File: src/rtl/pipe_msg_reg.sv
// Generic pipeline-stage register for the packed per-instruction message bus.
// Supports hold, bubble insertion, tnew countdown on advance and a saturating hold-cycle counter.
module pipe_msg_reg #(
  parameter int          MSG_W    = 256,
  parameter int          TNEW_LSB = 0,
  parameter int          TNEW_W   = 4,
  parameter int          PC_LSB   = 32,
  parameter logic [31:0] RESET_PC = 32'h0000_3000,
  parameter bit          DEC_TNEW = 1'b1,
  parameter int          CNT_W    = 16
) (
  input  logic             clk,
  input  logic             reset,
  input  logic             en,
  input  logic             flush,
  input  logic             valid_in,
  input  logic [MSG_W-1:0] msg_in,
  input  logic             cnt_clr,
  output logic             valid_out,
  output logic [MSG_W-1:0] msg_out,
  output logic [CNT_W-1:0] hold_cnt
);

  localparam logic [MSG_W-1:0] RESET_MSG = MSG_W'(RESET_PC) << PC_LSB;

  // Field placement is fixed at elaboration, so bad layouts must never build.
  if (TNEW_LSB + TNEW_W > MSG_W) begin : g_bad_tnew
    $error("pipe_msg_reg: tnew field exceeds MSG_W");
  end
  if (PC_LSB + 32 > MSG_W) begin : g_bad_pc
    $error("pipe_msg_reg: pc field exceeds MSG_W");
  end
  if ((TNEW_LSB < PC_LSB + 32) && (PC_LSB < TNEW_LSB + TNEW_W)) begin : g_overlap
    $error("pipe_msg_reg: tnew and pc fields overlap");
  end

  logic [TNEW_W-1:0] tnew_in;
  logic [TNEW_W-1:0] tnew_next;
  logic [MSG_W-1:0]  msg_cap;
  logic [MSG_W-1:0]  msg_bub;

  always_comb begin
    tnew_in = msg_in[TNEW_LSB +: TNEW_W];
    if (DEC_TNEW && (tnew_in != '0)) begin
      tnew_next = tnew_in - TNEW_W'(1);
    end else begin
      tnew_next = tnew_in;
    end
    msg_cap = msg_in;
    msg_cap[TNEW_LSB +: TNEW_W] = tnew_next;
    // A bubble keeps its pc so a later exception can still be attributed.
    msg_bub = '0;
    msg_bub[PC_LSB +: 32] = msg_in[PC_LSB +: 32];
  end

  always_ff @(posedge clk or posedge reset) begin
    if (reset) begin
      msg_out   <= RESET_MSG;
      valid_out <= 1'b0;
    end else if (flush) begin
      msg_out   <= msg_bub;
      valid_out <= 1'b0;
    end else if (en) begin
      msg_out   <= msg_cap;
      valid_out <= valid_in;
    end
  end

  always_ff @(posedge clk or posedge reset) begin
    if (reset) begin
      hold_cnt <= '0;
    end else if (cnt_clr) begin
      hold_cnt <= '0;
    end else if (!flush && !en && valid_out && (hold_cnt != '1)) begin
      hold_cnt <= hold_cnt + CNT_W'(1);
    end
  end

endmodule
File: config.mk
export PLATFORM = sky130hd
export DESIGN_NAME = pipe_msg_reg
export DESIGN_NICKNAME = d
export VERILOG_FILES = /design/src/rtl/pipe_msg_reg.sv
export SDC_FILE = /design/constraint.sdc
export NUM_CORES = 1
export LEC_CHECK = 0
export ABC_AREA = 1
export BUFFER_PORTS_ARGS = -buffer_cell sky130_fd_sc_hd__buf_2
export CAP_MARGIN = 20
export CORE_AREA = 2 2 205 207
export DETAILED_ROUTE_END_ITERATION = 16
export DIE_AREA = 0 0 207 209
export MAX_ROUTING_LAYER = met4
export PLACE_DENSITY = 0.46
export SETUP_SLACK_MARGIN = 0.02
export SLEW_MARGIN = 10
export SYNTH_ARGS = -nofsm -noshare
export SYNTH_HDL_FRONTEND = slang
export SYNTH_SLANG_ARGS = --single-unit
export TNS_END_PERCENT = 10
File: constraint.sdc
create_clock -name clk -period 9.6 [get_ports clk]
set_clock_uncertainty 0.15 [all_clocks]
set_input_delay 0.48 -clock clk [delete_from_list [all_inputs] [get_ports clk]]
set_output_delay 0.48 -clock clk [all_outputs]
set_load 0.03 [all_outputs]
* Word level (Yosys, flattened, before mapping) *
Cells that the tools add are included.

cells by class
  order comparisons = 0
  reductions and logical operators = 8
  bitwise logic cells = 0
  equality and inequality tests = 1
  divide/modulo/power cells = 0
  muxes and demuxes = 7
  shift operators = 0
  $mul = 0
  add/sub/neg operators = 2

operators with widths
  cell                                                                 count
  256-bit two-way mux                                                  2
  16-bit two-way mux                                                   2
  16-bit by 1-bit adder with 16-bit output (second input constant)     1
  16-bit inequality test (second input constant)                       1
  4-bit two-way mux                                                    1
  2-bit nonzero test                                                   2
  4-bit nonzero test                                                   1
  4-bit by 1-bit subtractor with 4-bit output (second input constant)  1
  1-bit logical AND                                                    3
  1-bit logical NOT                                                    2
  1-bit two-way mux                                                    2

storage, ports and cells
  bits in writable memories = 0
  logic and storage cells = 21
  output and inout bits = 273
  memories = 0
  register bits = 273
  latch bits = 0
  ROM bits = 0

* Depth between registers and ports, before layout *
Gate-level depths: netlist (run 1).

  depth after elaboration = 6
  mapped depth = 10

* Least setup slack after synthesis (run 1) *
No wires, ideal clock.

  path kind = register to register
  start = reg hold_cnt[0]
  end = reg hold_cnt[2]
  buffers on the path = 1
  path slack = 7,767 ps
  clock period less this slack = 1,833 ps
  stages on the path, launching flop included = 11
  setup time = 66 ps
  data arrival time = 1,618 ps
  cell sequence = dfrtp_1 -> ha_1 -> nand3_1 -> inv_2 -> nand2_2 -> nor2_4 -> nor2_4 -> nor2_4 -> buf_6 -> nand2_1 -> nand2_1

on the way
  cells in the longest elaborated chain, start to end = 3
  elaborated cells on any way between the ends = 6

RTL lines
  item                                                                                line    source
  from (decl)                                                                         21      output logic [CNT_W-1:0] hold_cnt
  from (signal assigned)                                                              75      hold_cnt <= hold_cnt + CNT_W'(1);
  16-bit by 1-bit adder with 16-bit output or 16-bit inequality test (tied branches)  75, 74
  16-bit two-way mux or 1-bit logical AND (tied branches)                             74      end else if (!flush && !en && valid_out && (hold_cnt != '1)) begin
  16-bit two-way mux or 2-bit nonzero test (tied branches)                            -

Parallel ways exist; a longest one is shown, timed or not. The select of a mux whose other input is x is not followed.
A chain may end at the register's enable or synchronous reset.

* Worst setup path after layout (run 1) *
  start = in en
  end = reg msg_out[192]

on the way
  cells in the longest elaborated chain, start to end = 1

RTL lines
  item                          line  source
  from (decl)                   14    input logic en,
  2-bit nonzero test (no line)  -
  to (signal assigned)          61    msg_out <= msg_bub;
  to (signal assigned)          64    msg_out <= msg_cap;
  to (decl)                     20    output logic [MSG_W-1:0] msg_out,

Every way passes these cells.

==> results of run 1 <==
metal layers:
metal | up-vias | share of wire
met4 | 0 | 0.031
met2 | 354 | 0.49
met5 | - | 0
li1 | 4094 | -
met1 | 4157 | 0.41
met3 | 60 | 0.067
per-stage QoR:
stage / util / total power, mW / std cells / hold slack, ps
floorplan: - / 1.511 / 806 / 374.1
global placement: 0.3221 / 1.673 / 1827 / 301.4
detailed placement: 0.3221 / 1.674 / 1827 / 303.7
CTS: 0.3691 / 2.959 / 1968 / 0.06140
global route: 0.3698 / 3.035 / 1970 / 14.84
finish: 0.3698 / 2.903 / 1970 / 37.54
worst max-delay path: cells and delay by family:
| kind | cells | cell delay [ps] |
|---|---|---|
| AND/OR/NAND/NOR | 1 | 120 |
| AO/OA/AOI/OAI | 1 | 250 |
| buffers and inverters | 4 | 1680 |
synthesized netlist by cell type:
cell type | n | area [um2]
buf_1 | 3 | 11.26
nor2_2 | 2 | 12.51
ha_1 | 2 | 25.02
o21ai_0 | 5 | 25.02
o21bai_1 | 2 | 15.01
nand4_1 | 14 | 87.58
nand2_2 | 2 | 12.51
nand3b_1 | 1 | 7.510
nand3_1 | 11 | 55.05
xor2_1 | 6 | 52.55
or2_2 | 2 | 12.51
buf_6 | 1 | 11.26
a22o_1 | 220 | 1927
inv_1 | 18 | 67.56
dfrtp_1 | 271 | 6782
inv_2 | 2 | 7.510
dfstp_2 | 2 | 52.55
nand2_1 | 163 | 611.8
buf_2 | 41 | 205.2
a21oi_1 | 1 | 5.000
nor2_1 | 20 | 75.07
clkbuf_1 | 13 | 48.80
nor2_4 | 3 | 33.78
xnor2_1 | 1 | 8.760
sequential cells by signal, indices dropped and copies added (netlist names):
signal / cells
hold_cnt: 16
msg_out: 256
valid_out: 1
final cells by class:
class	count	area, um2	area share
sequential	273	6834	0.4476
timing repair buffer	628	3628	0.2376
multi-input combinational	455	2974	0.1948
clock buffer	52	1052	0.06892
tap	539	674.4	0.04417
inverter	20	87.58	0.005736
clock inverter	2	15.01	0.0009834
antenna	1	2.502	0.0001639
how the worst max path moves through the flow:
stage	from	end	slack, ps	cells after the start
after detailed placement	en	msg_out[173]$_DFFE_PP0P_	6760	6
after global routing	en	msg_out[159]$_DFFE_PP0P_	7100	6
after CTS	en	msg_out[218]$_DFFE_PP0P_	7320	6
after floorplan	reset	hold_cnt[0]$_DFFE_PP0P_	1450	1
final	en	msg_out[192]$_DFFE_PP0P_	7260	6
after global placement	en	msg_out[183]$_DFFE_PP0P_	6750	6
report_power, final:
group / internal (mW) / switching, mW
Combinational: 0.155 / 0.272
Sequential: 1.22 / 0.0358
Clock: 0.749 / 0.474
Total: 2.12 / 0.783
cell families after synthesis:
logic type	Yosys count
AO/OA/AOI/OAI	228
XOR/XNOR	7
adder cells (fa/ha/maj)	2
buffers and inverters	78
flip-flops	273
AND/OR/NAND/NOR	218
==> results.sh, run 1 <==
export IMPL_core_um2=41290
export IMPL_final_cell_mix="buf_2 (534), dfrtp_1 (271), a22o_1 (220)"
export IMPL_clk_pin_slew_ps=60
export IMPL_clock_sinks=273
export IMPL_syn_area_um2=10150
export IMPL_ys_seq_area_frac=0.6732
export IMPL_crit_type="input port to flip-flop"
export IMPL_hp_class="input port to async pin"
export IMPL_setup_ws_ps=7261
export IMPL_globalplace_congestion=0.7890
export IMPL_finalHoldViolCount=0
export IMPL_synthXorXnorAreaFrac=0.006039
export IMPL_initial_core_util=0.2459
export IMPL_relSlewSlack=0.3028
export IMPL_critical_path_arrival_ps=2630
export IMPL_dp_hpwl_um=22910
export IMPL_fmax_mhz=427.5
export IMPL_mappedNetlistNets=1070
export IMPL_grt_use_met1=0.1867
export IMPL_final_nets=1676
export IMPL_r2r_end="hold_cnt[12]$_DFFE_PP0P_"
export IMPL_drt_wl_total_um=33800
export IMPL_route_detailed_drc=0
export IMPL_ir_drop_v=0.00009192
export IMPL_post_route_cell_area_um2=15270
export IMPL_cp_cell_sequence="buf_2 > inv_1 > nand2_1 > clkinv_4 > buf_4 > a22o_1"
export IMPL_die_w_um=207
export IMPL_overflow=0
export IMPL_startpoint_type="input port"
export IMPL_busiest_layer="met2"
export IMPL_cp_max_fo=109
export IMPL_root_buffer="clkbuf_16"
export IMPL_rows=75
export IMPL_fin_crit_ps=2339
export IMPL_tritoncts="done"
export IMPL_synth_seq_cells=273
export IMPL_synth_top_family_by_area="compound AO/OA/AOI/OAI gates"
export IMPL_io_pins=535
export IMPL_clockBufferDepth=3
export IMPL_drv_cap=0
export IMPL_synthAdderAreaFrac=0.002465
export IMPL_post_synth_num_cell_types=24
export IMPL_mostFrequentLayoutCell="buf_2"
export IMPL_cts_resized=0
export IMPL_hold_buffers=87
export IMPL_required_ps=9890
export IMPL_status="completed"
export IMPL_die_h_um=209
export IMPL_reg2regPathDepth=9
export IMPL_ys_warn_count=0
export IMPL_grt_use_total=0.1562
export IMPL_r2r_start="hold_cnt[0]$_DFFE_PP0P_"
export IMPL_syn_avg_cell_area_um2=12.60
export IMPL_yosys_area_share_simple=0.08947
export IMPL_clk_latency_ps=510
export IMPL_fin_setup_tns_ps=0
export IMPL_antenna_found_initial=1
export IMPL_drt_first_pass_iters=4
export IMPL_use_met3=0.03907
export IMPL_viasPerCell=4.398
export IMPL_critPathCaptureType="flip-flop"
export IMPL_grt_use_met2=0.2509
export IMPL_cts_buffers=34
export IMPL_vias=8665
export IMPL_drtIter0Drc=471
export IMPL_synth_compound_area_frac=0.1942
export IMPL_max_stage_delay_ps=900
export IMPL_drive_gt1_frac=0.4210
export IMPL_grt_first_pass_wirelength_um=52360
export IMPL_worst_pin_slew_ps=1046
export IMPL_synth_cells=806
export IMPL_rsz0062_at_grt="no"
export IMPL_cts_setup_buffers=0
export IMPL_p_leak_nw=8.302
export IMPL_drtAntennaViolNets=0
export IMPL_routedWlPerCell_um=17.16
export IMPL_port_buffer_count=534
export IMPL_finalMaxSlewViolations=0
export IMPL_cts_max_level=2
export IMPL_dpl_worst_slack_ps=6756
export IMPL_grt_start_max_net_pins=224
export IMPL_area_growth_pct=50.39
export IMPL_die_area_um2=43260
export IMPL_grt_pass1_vias=9218
export IMPL_muxShareOfSynthArea=0
export IMPL_r2r_setup_slack_ps=7610
export IMPL_fin_crit_sh=0.2436
export IMPL_finalSetupViolCount=0
export IMPL_cp_slowest_cell="buf_4"
export IMPL_placed_area_um2=13300
export IMPL_p_per_area_nw_per_um2=190.1
export IMPL_n_fill_cell=4147
(Power assumes the default switching activity.)
==> run 2, diff against run 1 <==
- CORE_AREA: 2 2 205 207 -> 2 2 209 211
- DIE_AREA: 0 0 207 209 -> 0 0 211 213
- clock period: 9.6 -> 2 ns (I/O delays scaled with it)
==> run 2 against run 1 <==
Compared with the run above: core utilization up 3.7 points; sequential share of layout area down 5.4 points; die area grew 3.9%; cell count grew 11%.
==> results.sh, run 2 (synthesis gave the netlist of run 1 again) <==
export IMPL_relSlewSlack=0.6429
export IMPL_area_growth_pct=71.07
export IMPL_viasPerCell=4.364
export IMPL_core_um2=42700
export IMPL_root_buffer="clkbuf_16"
export IMPL_finalMaxSlewViolations=0
export IMPL_grt_first_pass_wirelength_um=54690
export IMPL_cts_max_level=1
export IMPL_rows=76
export IMPL_vias=9539
export IMPL_regMostFlops="msg_out"
export IMPL_post_route_cell_area_um2=17370
export IMPL_drv_cap=0
export IMPL_fmax_mhz=559.1
export IMPL_drive_gt1_frac=0.3844
export IMPL_initial_core_util=0.2378
export IMPL_finalSetupViolCount=0
export IMPL_whs_path_depth=4
export IMPL_worst_pin_slew_ps=535.0
export IMPL_fin_cells=2186
export IMPL_startpoint="hold_cnt[0]$_DFFE_PP0P_"
export IMPL_crit_type="flip-flop to flip-flop"
export IMPL_globalplace_congestion=0.7902
export IMPL_hp_class="input port to flip-flop"
export IMPL_grt_pass1_vias=10187
export IMPL_r2r_end="hold_cnt[2]$_DFFE_PP0P_"
export IMPL_final_cell_mix="buf_2 (534), dfrtp_1 (271), dlygate4sd3_1 (264)"
export IMPL_critPathCaptureType="flip-flop"
export IMPL_r2r_setup_slack_ps=210
export IMPL_final_nets=1879
export IMPL_die_w_um=211
export IMPL_p_leak_nw=9.219
export IMPL_cts_buffers=31
export IMPL_clk_latency_ps=560
export IMPL_port_buffer_count=534
export IMPL_r2r_start="hold_cnt[0]$_DFFE_PP0P_"
export IMPL_ir_drop_v=0.0005308
export IMPL_io_pins=535
export IMPL_routedWlPerCell_um=16.38
export IMPL_fin_util=0.4068
export IMPL_fin_crit_sh=0.8944
export IMPL_die_area_um2=44940
export IMPL_clk_pin_slew_ps=60
export IMPL_cp_max_fo=14
export IMPL_drt_first_pass_iters=6
export IMPL_dp_cells=1862
export IMPL_placed_area_um2=13670
export IMPL_largest_register_ff_count=256
export IMPL_route_detailed_drc=0
export IMPL_drt_wl_total_um=35820
export IMPL_die_h_um=213
export IMPL_holdPathEnd="msg_out[22]$_DFFE_PP0P_"
export IMPL_startpoint_type="flip-flop"
export IMPL_antenna_found_initial=1
export IMPL_clock_sinks=273
export IMPL_required_ps=2340
export IMPL_critical_path_arrival_ps=2130
export IMPL_tritoncts="done"
export IMPL_grt_use_total=0.1555
export IMPL_fin_crit_ps=1789
export IMPL_dp_hpwl_um=24190
export IMPL_status="completed"
export IMPL_grt_start_max_net_pins=90
export IMPL_clockBufferDepth=3
export IMPL_overflow=0
export IMPL_reg2regPathDepth=9
export IMPL_rsz0062_at_grt="no"
export IMPL_mostFrequentLayoutCell="buf_2"
export IMPL_min_from="flush"
export IMPL_p_per_area_nw_per_um2=815.7
export IMPL_finalHoldViolCount=0
export IMPL_drtIter0Drc=487
export IMPL_drtAntennaViolNets=0
export IMPL_top_regs="msg_out x256, hold_cnt x16, valid_out x1"
run 2: routing by layer:
metal | vias up | track usage | share of wire
met4 | 0 | 0.04930 | 0.026
met1 | 4618 | 0.1876 | 0.42
met2 | 349 | 0.2609 | 0.50
met3 | 67 | 0.03265 | 0.058
met5 | - | - | 0
li1 | 4505 | - | -
run 2: what timing repair did:
item | 4_1_cts | 5_1_grt
hold buffers | 265 | 0
buffers inserted | 0 | 1
setup endpoints to repair | 0 | 14
gates resized for setup | 0 | 3
endpoints found under the hold margin | 546 | 0
run 2: layout make-up:
type,count,area (um2)
timing repair buffer,834,5766
sequential,273,6834
antenna,1,2.502
clock inverter,8,121.4
multi-input combinational,455,2974
tap,546,683.2
fill,4094,25330
inverter,20,83.83
clock buffer,49,903.4
run 2: worst max-delay path by stage:
| stage | end | cells past startpoint | slack, ps |
|---|---|---|---|
| after floorplan | hold_cnt[0]$_DFFE_PP0P_ | 1 | -1860 |
| after global placement | hold_cnt[13]$_DFFE_PP0P_ | 9 | 180 |
| after detailed placement | hold_cnt[15]$_DFFE_PP0P_ | 9 | 120 |
| after CTS | msg_out[3]$_DFFE_PP0P_ | 8 | 100 |
| after global routing | hold_cnt[2]$_DFFE_PP0P_ | 9 | 80 |
| final | hold_cnt[2]$_DFFE_PP0P_ | 9 | 210 |
run 2: power by group:
| part | leakage, nW | switching (mW) | internal, mW |
|---|---|---|---|
| clock network | 0.498 | 2.28 | 3.46 |
| logic | 5.13 | 1.38 | 1.03 |
| registers | 3.60 | 0.173 | 5.84 |
run 2: critical path: stages, from the launching register on:
cell     delay, ps
dfrtp_1        440
ha_1           260
nand3_1        160
inv_2           70
nand2_2         90
nor2_4          50
nor2_4         100
buf_4          220
nand4_1        100
nand2_1         90
run 2: per-stage QoR:
stage / total power, mW / setup TNS (ps) / worst slack [ps] / hold WS [ps]
2_1_floorplan: 7.253 / -505250 / -1858 / 46.19
3_3_place_gp: 8.102 / 0 / 183.0 / -3.956
3_5_place_dp: 8.104 / 0 / 120.7 / 1.951
4_1_cts: 14.38 / 0 / 97.10 / 3.923
5_1_grt: 14.82 / 0 / 83.47 / 43.39
6_report: 14.17 / 0 / 211.3 / 16.23
